**config.mk**
```make
export PLATFORM = sky130hd
export DESIGN_NAME = multicycle_ctrl
export DESIGN_NICKNAME = d
export VERILOG_FILES = /design/src/rtl/ctrl_pkg.sv /design/src/rtl/ctrl_outdec.sv /design/src/rtl/multicycle_ctrl.sv
export SDC_FILE = /design/constraint.sdc
export NUM_CORES = 1
export LEC_CHECK = 0
export BUFFER_PORTS_ARGS = -buffer_cell sky130_fd_sc_hd__buf_4
export CAP_MARGIN = 40
export CORE_MARGIN = 4
export CORE_UTILIZATION = 39
export CTS_CLUSTER_DIAMETER = 150
export DETAILED_ROUTE_END_ITERATION = 12
export PLACE_DENSITY = 0.74
export SETUP_SLACK_MARGIN = 0.1
export SLEW_MARGIN = 20
export SYNTH_ARGS = -nofsm -noshare
export SYNTH_HDL_FRONTEND = slang
export SYNTH_SLANG_ARGS = --single-unit
```
**constraint.sdc**
```tcl
create_clock -name clk -period 1.5 [get_ports clk]
set_input_delay 0.3 -clock clk [delete_from_list [all_inputs] [get_ports clk]]
set_output_delay 0.3 -clock clk [all_outputs]
set_load 0.03 [all_outputs]
```
**src/rtl/ctrl_pkg.sv**
```systemverilog
// ctrl_pkg: shared definitions for the multicycle controller.
//   state_t     - FSM state codes (also the value shown on the debug state port)
//   OP_*        - opcode constants recognised by the decoder
//   ctrl_out_t  - bundle of every control output produced by ctrl_outdec
//   op_legal()  - true when an opcode has a defined instruction flow
package ctrl_pkg;

  typedef enum logic [3:0] {
    S_FETCH  = 4'd0,
    S_DECODE = 4'd1,
    S_MEMADR = 4'd2,
    S_MEMRD  = 4'd3,
    S_MEMWB  = 4'd4,
    S_MEMWR  = 4'd5,
    S_RTEXEC = 4'd6,
    S_RTWB   = 4'd7,
    S_BEQ    = 4'd8,
    S_JUMP   = 4'd9,
    S_ADDIEX = 4'd10,
    S_ADDIWB = 4'd11
  } state_t;

  localparam logic [5:0] OP_RTYPE = 6'b000000;
  localparam logic [5:0] OP_LW    = 6'b100011;
  localparam logic [5:0] OP_SW    = 6'b101011;
  localparam logic [5:0] OP_BEQ   = 6'b000100;
  localparam logic [5:0] OP_J     = 6'b000010;
  localparam logic [5:0] OP_ADDI  = 6'b001000;

  typedef struct packed {
    logic       pcwrite;
    logic       pcwritecond;
    logic       iord;
    logic       memread;
    logic       memwrite;
    logic       irwrite;
    logic       memtoreg;
    logic       regdst;
    logic       regwrite;
    logic       alusrca;
    logic [1:0] alusrcb;
    logic [1:0] pcsource;
    logic [1:0] aluop;
    logic       instr_done;
    logic       illegal;
  } ctrl_out_t;

  function automatic logic op_legal(input logic [5:0] op);
    return (op == OP_RTYPE) || (op == OP_LW) || (op == OP_SW) ||
           (op == OP_BEQ) || (op == OP_J) || (op == OP_ADDI);
  endfunction

endpackage

```
**src/rtl/ctrl_outdec.sv**
```systemverilog
// ctrl_outdec: combinational state-to-output decode for multicycle_ctrl.
//   reset     in  - forces every output to 0 while the register is being reset
//   state     in  - current FSM state
//   op        in  - opcode, only used to flag an illegal opcode in DECODE
//   mem_ready in  - memory handshake: completion qualifies irwrite/pcwrite in
//                   FETCH and instr_done in MEMWR
//   ctl       out - all control outputs
// Handshake: a memory access (FETCH, MEMRD, MEMWR) is presented continuously
// and completes in the cycle mem_ready=1; all outputs that do not depend on
// mem_ready stay constant while it is low.
module ctrl_outdec
  import ctrl_pkg::*;
(
  input  logic       reset,
  input  state_t     state,
  input  logic [5:0] op,
  input  logic       mem_ready,
  output ctrl_out_t  ctl
);

  always_comb begin
    ctl = '0;
    if (!reset) begin
      case (state)
        S_FETCH: begin
          ctl.memread = 1'b1;
          ctl.alusrcb = 2'b01;
          // IR and PC capture only when the instruction word arrives.
          ctl.irwrite = mem_ready;
          ctl.pcwrite = mem_ready;
        end
        S_DECODE: begin
          ctl.alusrcb = 2'b11;
          ctl.illegal = !op_legal(op);
        end
        S_MEMADR, S_ADDIEX: begin
          ctl.alusrca = 1'b1;
          ctl.alusrcb = 2'b10;
        end
        S_MEMRD: begin
          ctl.memread = 1'b1;
          ctl.iord    = 1'b1;
        end
        S_MEMWB: begin
          ctl.regwrite   = 1'b1;
          ctl.memtoreg   = 1'b1;
          ctl.instr_done = 1'b1;
        end
        S_MEMWR: begin
          ctl.memwrite   = 1'b1;
          ctl.iord       = 1'b1;
          ctl.instr_done = mem_ready;
        end
        S_RTEXEC: begin
          ctl.alusrca = 1'b1;
          ctl.aluop   = 2'b10;
        end
        S_RTWB: begin
          ctl.regdst     = 1'b1;
          ctl.regwrite   = 1'b1;
          ctl.instr_done = 1'b1;
        end
        S_BEQ: begin
          // PC update is gated by the ALU zero flag in the datapath.
          ctl.alusrca     = 1'b1;
          ctl.aluop       = 2'b01;
          ctl.pcwritecond = 1'b1;
          ctl.pcsource    = 2'b01;
          ctl.instr_done  = 1'b1;
        end
        S_JUMP: begin
          ctl.pcwrite    = 1'b1;
          ctl.pcsource   = 2'b10;
          ctl.instr_done = 1'b1;
        end
        S_ADDIWB: begin
          ctl.regwrite   = 1'b1;
          ctl.instr_done = 1'b1;
        end
        default: ctl = '0;
      endcase
    end
  end

endmodule

```
**src/rtl/multicycle_ctrl.sv**
```systemverilog
// multicycle_ctrl: Moore-style control FSM for a multicycle MIPS-like core.
//   clk, reset           in  - clock, synchronous active-high reset
//   op                   in  - instruction opcode
//   zero                 in  - ALU zero flag (consumed by the datapath's
//                              branch gating, not by this FSM)
//   mem_ready            in  - memory completes the pending access this cycle
//   pcwrite..alusrca     out - datapath enables/selects
//   alusrcb, pcsource    out - 2-bit mux selects
//   aluop1, aluop0       out - ALU-control class
//   instr_done, illegal  out - single-cycle pulses
//   state                out - current state code (debug)
module multicycle_ctrl
  import ctrl_pkg::*;
(
  input  logic       clk,
  input  logic       reset,
  input  logic [5:0] op,
  input  logic       zero,
  input  logic       mem_ready,
  output logic       pcwrite,
  output logic       pcwritecond,
  output logic       iord,
  output logic       memread,
  output logic       memwrite,
  output logic       irwrite,
  output logic       memtoreg,
  output logic       regdst,
  output logic       regwrite,
  output logic       alusrca,
  output logic [1:0] alusrcb,
  output logic [1:0] pcsource,
  output logic       aluop1,
  output logic       aluop0,
  output logic       instr_done,
  output logic       illegal,
  output logic [3:0] state
);

  state_t    state_q, state_d;
  ctrl_out_t ctl;
  logic      unused_zero;

  assign unused_zero = zero;

  always_comb begin
    state_d = S_FETCH;
    case (state_q)
      S_FETCH:  state_d = mem_ready ? S_DECODE : S_FETCH;
      S_DECODE: begin
        case (op)
          OP_RTYPE:     state_d = S_RTEXEC;
          OP_LW, OP_SW: state_d = S_MEMADR;
          OP_BEQ:       state_d = S_BEQ;
          OP_J:         state_d = S_JUMP;
          OP_ADDI:      state_d = S_ADDIEX;
          default:      state_d = S_FETCH;
        endcase
      end
      S_MEMADR: state_d = (op == OP_LW) ? S_MEMRD : S_MEMWR;
      S_MEMRD:  state_d = mem_ready ? S_MEMWB : S_MEMRD;
      S_MEMWR:  state_d = mem_ready ? S_FETCH : S_MEMWR;
      S_RTEXEC: state_d = S_RTWB;
      S_ADDIEX: state_d = S_ADDIWB;
      default:  state_d = S_FETCH;
    endcase
  end

  always_ff @(posedge clk) begin
    if (reset) state_q <= S_FETCH;
    else       state_q <= state_d;
  end

  ctrl_outdec u_outdec (
    .reset     (reset),
    .state     (state_q),
    .op        (op),
    .mem_ready (mem_ready),
    .ctl       (ctl)
  );

  assign pcwrite     = ctl.pcwrite;
  assign pcwritecond = ctl.pcwritecond;
  assign iord        = ctl.iord;
  assign memread     = ctl.memread;
  assign memwrite    = ctl.memwrite;
  assign irwrite     = ctl.irwrite;
  assign memtoreg    = ctl.memtoreg;
  assign regdst      = ctl.regdst;
  assign regwrite    = ctl.regwrite;
  assign alusrca     = ctl.alusrca;
  assign alusrcb     = ctl.alusrcb;
  assign pcsource    = ctl.pcsource;
  assign aluop1      = ctl.aluop[1];
  assign aluop0      = ctl.aluop[0];
  assign instr_done  = ctl.instr_done;
  assign illegal     = ctl.illegal;
  assign state       = state_q;

endmodule

```
==> results of run 1 <==
cell usage after synthesis, drive strengths merged:
cell,count
a211oi,2
nor2,11
o221a,1
nand3,3
or4b,1
o22ai,3
buf,4
o21bai,2
a21oi,4
xnor2,1
inv,2
dfxtp,4
and3b,2
or2,1
nand2b,5
o21a,5
nor3,7
clkbuf,6
a31oi,1
and2,2
nor4b,1
xor2,2
o21ai,3
nand2,4
or3,3
and2b,1
nor4,4
nor2b,2
a21o,1
a32o,1
nor3b,3
through the flow:
stage	instance area, um2	setup WS [ns]
floorplan	927	-0.401
global placement	1210	-0.491
detailed placement	1210	-0.514
kinds of logic after synthesis:
family / Yosys count / synth area share
AND/OR/NAND/NOR: 50 / 0.474
XOR/XNOR: 3 / 0.0431
flip-flops: 4 / 0.131
AO/OA/AOI/OAI: 23 / 0.257
buffers and inverters: 12 / 0.0944
==> impl_results.md, run 1 <==
- Sequential share of the synthesized area: 0.131
- Synth area leader: dfxtp_1
- HPWL after detailed placement: approximately 1.7 mm
- Log Error: [ERROR DPL-0038] Utilization greater than 100%, impossible to legalize
- Setup bufs post-CTS: 19
- Max clock buf depth: 2
- Top-area cell type share of the netlist area: 0.131
- CTS Root Cell: clkbuf_4
- Mean Syn Cell Area: 6.62 um2
- Failing step: clock tree synthesis (4_1_cts)
- Netlist Area Pre-Place: 609 um2
- Synth Instances: 92
- Initial core utilization: 0.409
- Clk sinks: 4
- Die width: 47.5 um
- Status: stopped before the end
- H-tree depth: 1
- Die height: roughly 48 um
- GP Congestion: around 0.91
- Synth cell types: 35
- Top-Level Pins: 32
- Hold Buf Count CTS: 0
- Top cells by area, synth: dfxtp_1 13%, nor2_1 6.8%, o21a_1 6.2%
- Cts bufs inserted: 3
- Synthesized flop and latch total: 4
- Row count: 14
- Post-synthesis net count: 102
- Cells after DPL: 150
- Post-CTS sizing: 66
- # port buffers: 30
- Ys Warns: 0
==> run 2, diff against run 1 <==
--- a/config.mk
+++ b/config.mk
@@ -7,12 +7,10 @@
 export LEC_CHECK = 0
 export BUFFER_PORTS_ARGS = -buffer_cell sky130_fd_sc_hd__buf_4
 export CAP_MARGIN = 40
-export CORE_MARGIN = 4
-export CORE_UTILIZATION = 39
-export CTS_CLUSTER_DIAMETER = 150
+export CORE_AREA = 4 4 65 67
 export DETAILED_ROUTE_END_ITERATION = 12
-export PLACE_DENSITY = 0.74
-export SETUP_SLACK_MARGIN = 0.1
+export DIE_AREA = 0 0 69 71
+export PLACE_DENSITY_LB_ADDON = 0.15
 export SLEW_MARGIN = 20
 export SYNTH_ARGS = -nofsm -noshare
 export SYNTH_HDL_FRONTEND = slang
==> constraint.sdc (replaced) <==
create_clock -name clk -period 1.95 [get_ports clk]
set_input_delay 0.39 -clock clk [delete_from_list [all_inputs] [get_ports clk]]
set_output_delay 0.39 -clock clk [all_outputs]
set_load 0.03 [all_outputs]
==> run 2 against run 1 <==
The flow now finishes, with violations (setup timing). Synthesized cell count did not move. Synthesized area did not move.
==> impl_results.md, run 2 <==
- Max Clock Skew: 0.0000354 ns
- Worst r2r src: state[0]
- Die area: 0.00490 mm2
- Setup_tns: -0.0666 ns
- Final Util: 0.305
- Predominant post-synthesis flop cell: dfxtp_1
- Crit Reg-Reg Endpoint: state[1]
- Synthesized flop and latch total: 4 (unchanged)
- HPWL after detailed placement: 1.69 mm (-0.29%)
- Top-area cell type share of the netlist area: 0.131 (unchanged)
- Cts bufs inserted: 3 (unchanged)
- RSZ-0062 raised after global routing: true
- GRT Overall Usage: 0.0906
- Row count: 22 (+8)
- Top-Level Pins: 32 (unchanged)
- Cell Pwr Density: around 350 mW/mm2
- Synth cell types: 35 (unchanged)
- Rel. slew slack: 0.722
- Hold Crit Depth: 3
- Post-synth EDFFs: 0 (unchanged)
- Post-route ant nets: 0
- Fraction of layout cells with a size suffix above 1: 0.520
- Area Overhead vs Synth: 81.7%
- Mean Syn Cell Area: 6.62 um2 (unchanged)
- Die height: 71 um (+49%)
- Vias: between 700 and 800
- Setup Viol. Count Final: 1
- Critical Path Sink Type: output port
- Initial antenna violation count: 0
- Most frequent cells in the layout: 39 x buf_4, 9 x nor2_1, 5 x nand2b_1, 5 x o21a_1, 4 x a21oi_1
- Synth area leader: dfxtp_1
- Hold_sp: op[4]
- Max frequency: between 0.4 and 0.5 GHz
- Synth cell count leaders: 11 x nor2_1, 7 x nor3_1, 6 x clkbuf_1
- DR WL/cell: 12.5 um
- Initial core utilization: 0.168 (-0.242)
- Synth Instances: 92 (unchanged)
- Leak: 0.000473 uW
- Fin crit share: 1.03
- Clk sinks: 4 (unchanged)
- Core ar.: 0.00363 mm2
- First-pass GRT wire length: 3.65 mm
- Crit path DAT: approximately 1.6 ns
- CTS Root Cell: clkbuf_8
- Worst-path clk slew: 0.03 ns
- Worst Tran Pin Value: approximately 0.41 ns
- Sequential share of the synthesized area: 0.131 (unchanged)
- Netlist Area Pre-Place: 609 um2 (unchanged)
- # port buffers: 30 (unchanged)
- Endpoints failing hold: 0
- Hold Buf Count CTS: 0 (unchanged)
- Final Hold Slack: a little under 0.6 ns
- Min cycle time layout: 2.02 ns
- Die width: 69 um (+45%)
- Design Area, Final: 0.00111 mm2
- Failing checks: setup timing
- Tot Pwr: 388 uW
- Status: finished, violations left
- Critical Path Start: op[5]
- HP Class: in2reg
- Nets: 139
- Top cells by area, synth: dfxtp_1 13%, nor2_1 6.8%, o21a_1 6.2%
- Final Max Tran Viols: 0
- R2R setup slack: approximately 0.34 ns
- Met1 Use GR: 0.110
- Setup slack after layout: -0.0666 ns
- Met2 Use GR: 0.150
- WP data required: 1.56 ns
- GP Congestion: 0.727 (-20%)
- WS Path Type: in2out
- DRC: 0
- Hold endpoint: state[3]
- Post-synthesis net count: 102 (unchanged)
- Ys Warns: 0 (unchanged)
- Maximum VDD drop: 0.000150 V
- DR pass1 iterations: 4
- Largest register FFs: 4
- M3 GR Usage: 0.0156
- GRT overflow: 0
- Area post-placement: 0.00103 mm2 (-15%)
- WL final: 2.18 mm
- H-tree depth: 1 (unchanged)
- CTS tree: built
- Nature of the critical path startpoint: primary input
- Via count of the first global-routing pass: 801
- Max-cap violation count: 0
- Async S/R FF share, synth: 0 (unchanged)
- Count leader, synth: nor2_1
- # diodes: 0
- Setup bufs post-CTS: 0 (-19)
- Worst r2r path cells: 5
- Commonest non-fill, non-tap cell in the layout: buf_4
- Max clock buf depth: 2 (unchanged)
- Worst-path maximum fanout: 2
- Pin count of the biggest net entering global routing: 20
- DR iter-0 viols: 15
- Clk Latency, worst-skew pair: 0.22 ns
- Drt via density: 4.50
- Grt peak-use layer: met2
## run 2: cell counts after synthesis
No cell type changed its count.
## run 2: worst max-delay path, stage by stage
cell and delay (ns):
buf_6 0.09, or3_4 0.37, or2_4 0.26, a211oi_2 0.18
buf_4 0.14, nor3b_4 0.04, buf_6 0.15
## run 2: what timing repair did
action,4_1_cts,5_1_grt
gates resized for setup,7,2
pin swaps,4,0
endpoints found under the setup margin,1,3
## run 2: how the worst max path moves through the flow
stage	slack (ns)	endpoint	depth (start not counted)
2_1_floorplan	-0.07	illegal	4
3_5_place_dp	-0.23	illegal	7
4_1_cts	-0.06	illegal	7
5_1_grt	-0.12	illegal	7
6_report	-0.07	illegal	7
3_3_place_gp	-0.24	illegal	7
## run 2: layout make-up
cell class | count | area [um2]
fillers | 418 | 2530
multi-input cells | 76 | 587
repair buffers | 42 | 327
flip-flops and latches | 4 | 85.1
well taps | 48 | 60.1
clock buffers | 3 | 41.3
inverters | 2 | 7.51
## run 2: power breakdown
part	leakage [uW]	switching [uW]	internal [uW]
clock	0.0000216	45.4	132
combinational	0.000417	67.9	57.2
sequential	0.0000338	3.27	82.6
total	0.000473	117	272
## run 2: per-stage QoR
stage	worst slack, ns	instances
finish	-0.0666	175
global route	-0.116	175
CTS	-0.0610	175
detailed placement	-0.232	172
global placement	-0.243	172
floorplan	-0.0726	92
## run 2: cells by family after synthesis
group	Yosys count	synth area share
AND/OR/NAND/NOR	50	0.474
buffers and inverters	12	0.0944
flip-flops	4	0.131
XOR/XNOR	3	0.0431
AO/OA/AOI/OAI	23	0.257
## run 2: per-layer routing
layer / vias to the layer above / routed length (um)
met5: - / 0
met2: 20 / 1030
li1: 401 / -
met3: 5 / 99
met4: 0 / 48
met1: 362 / 1000
Note: power is estimated with default switching activity, not from simulation.
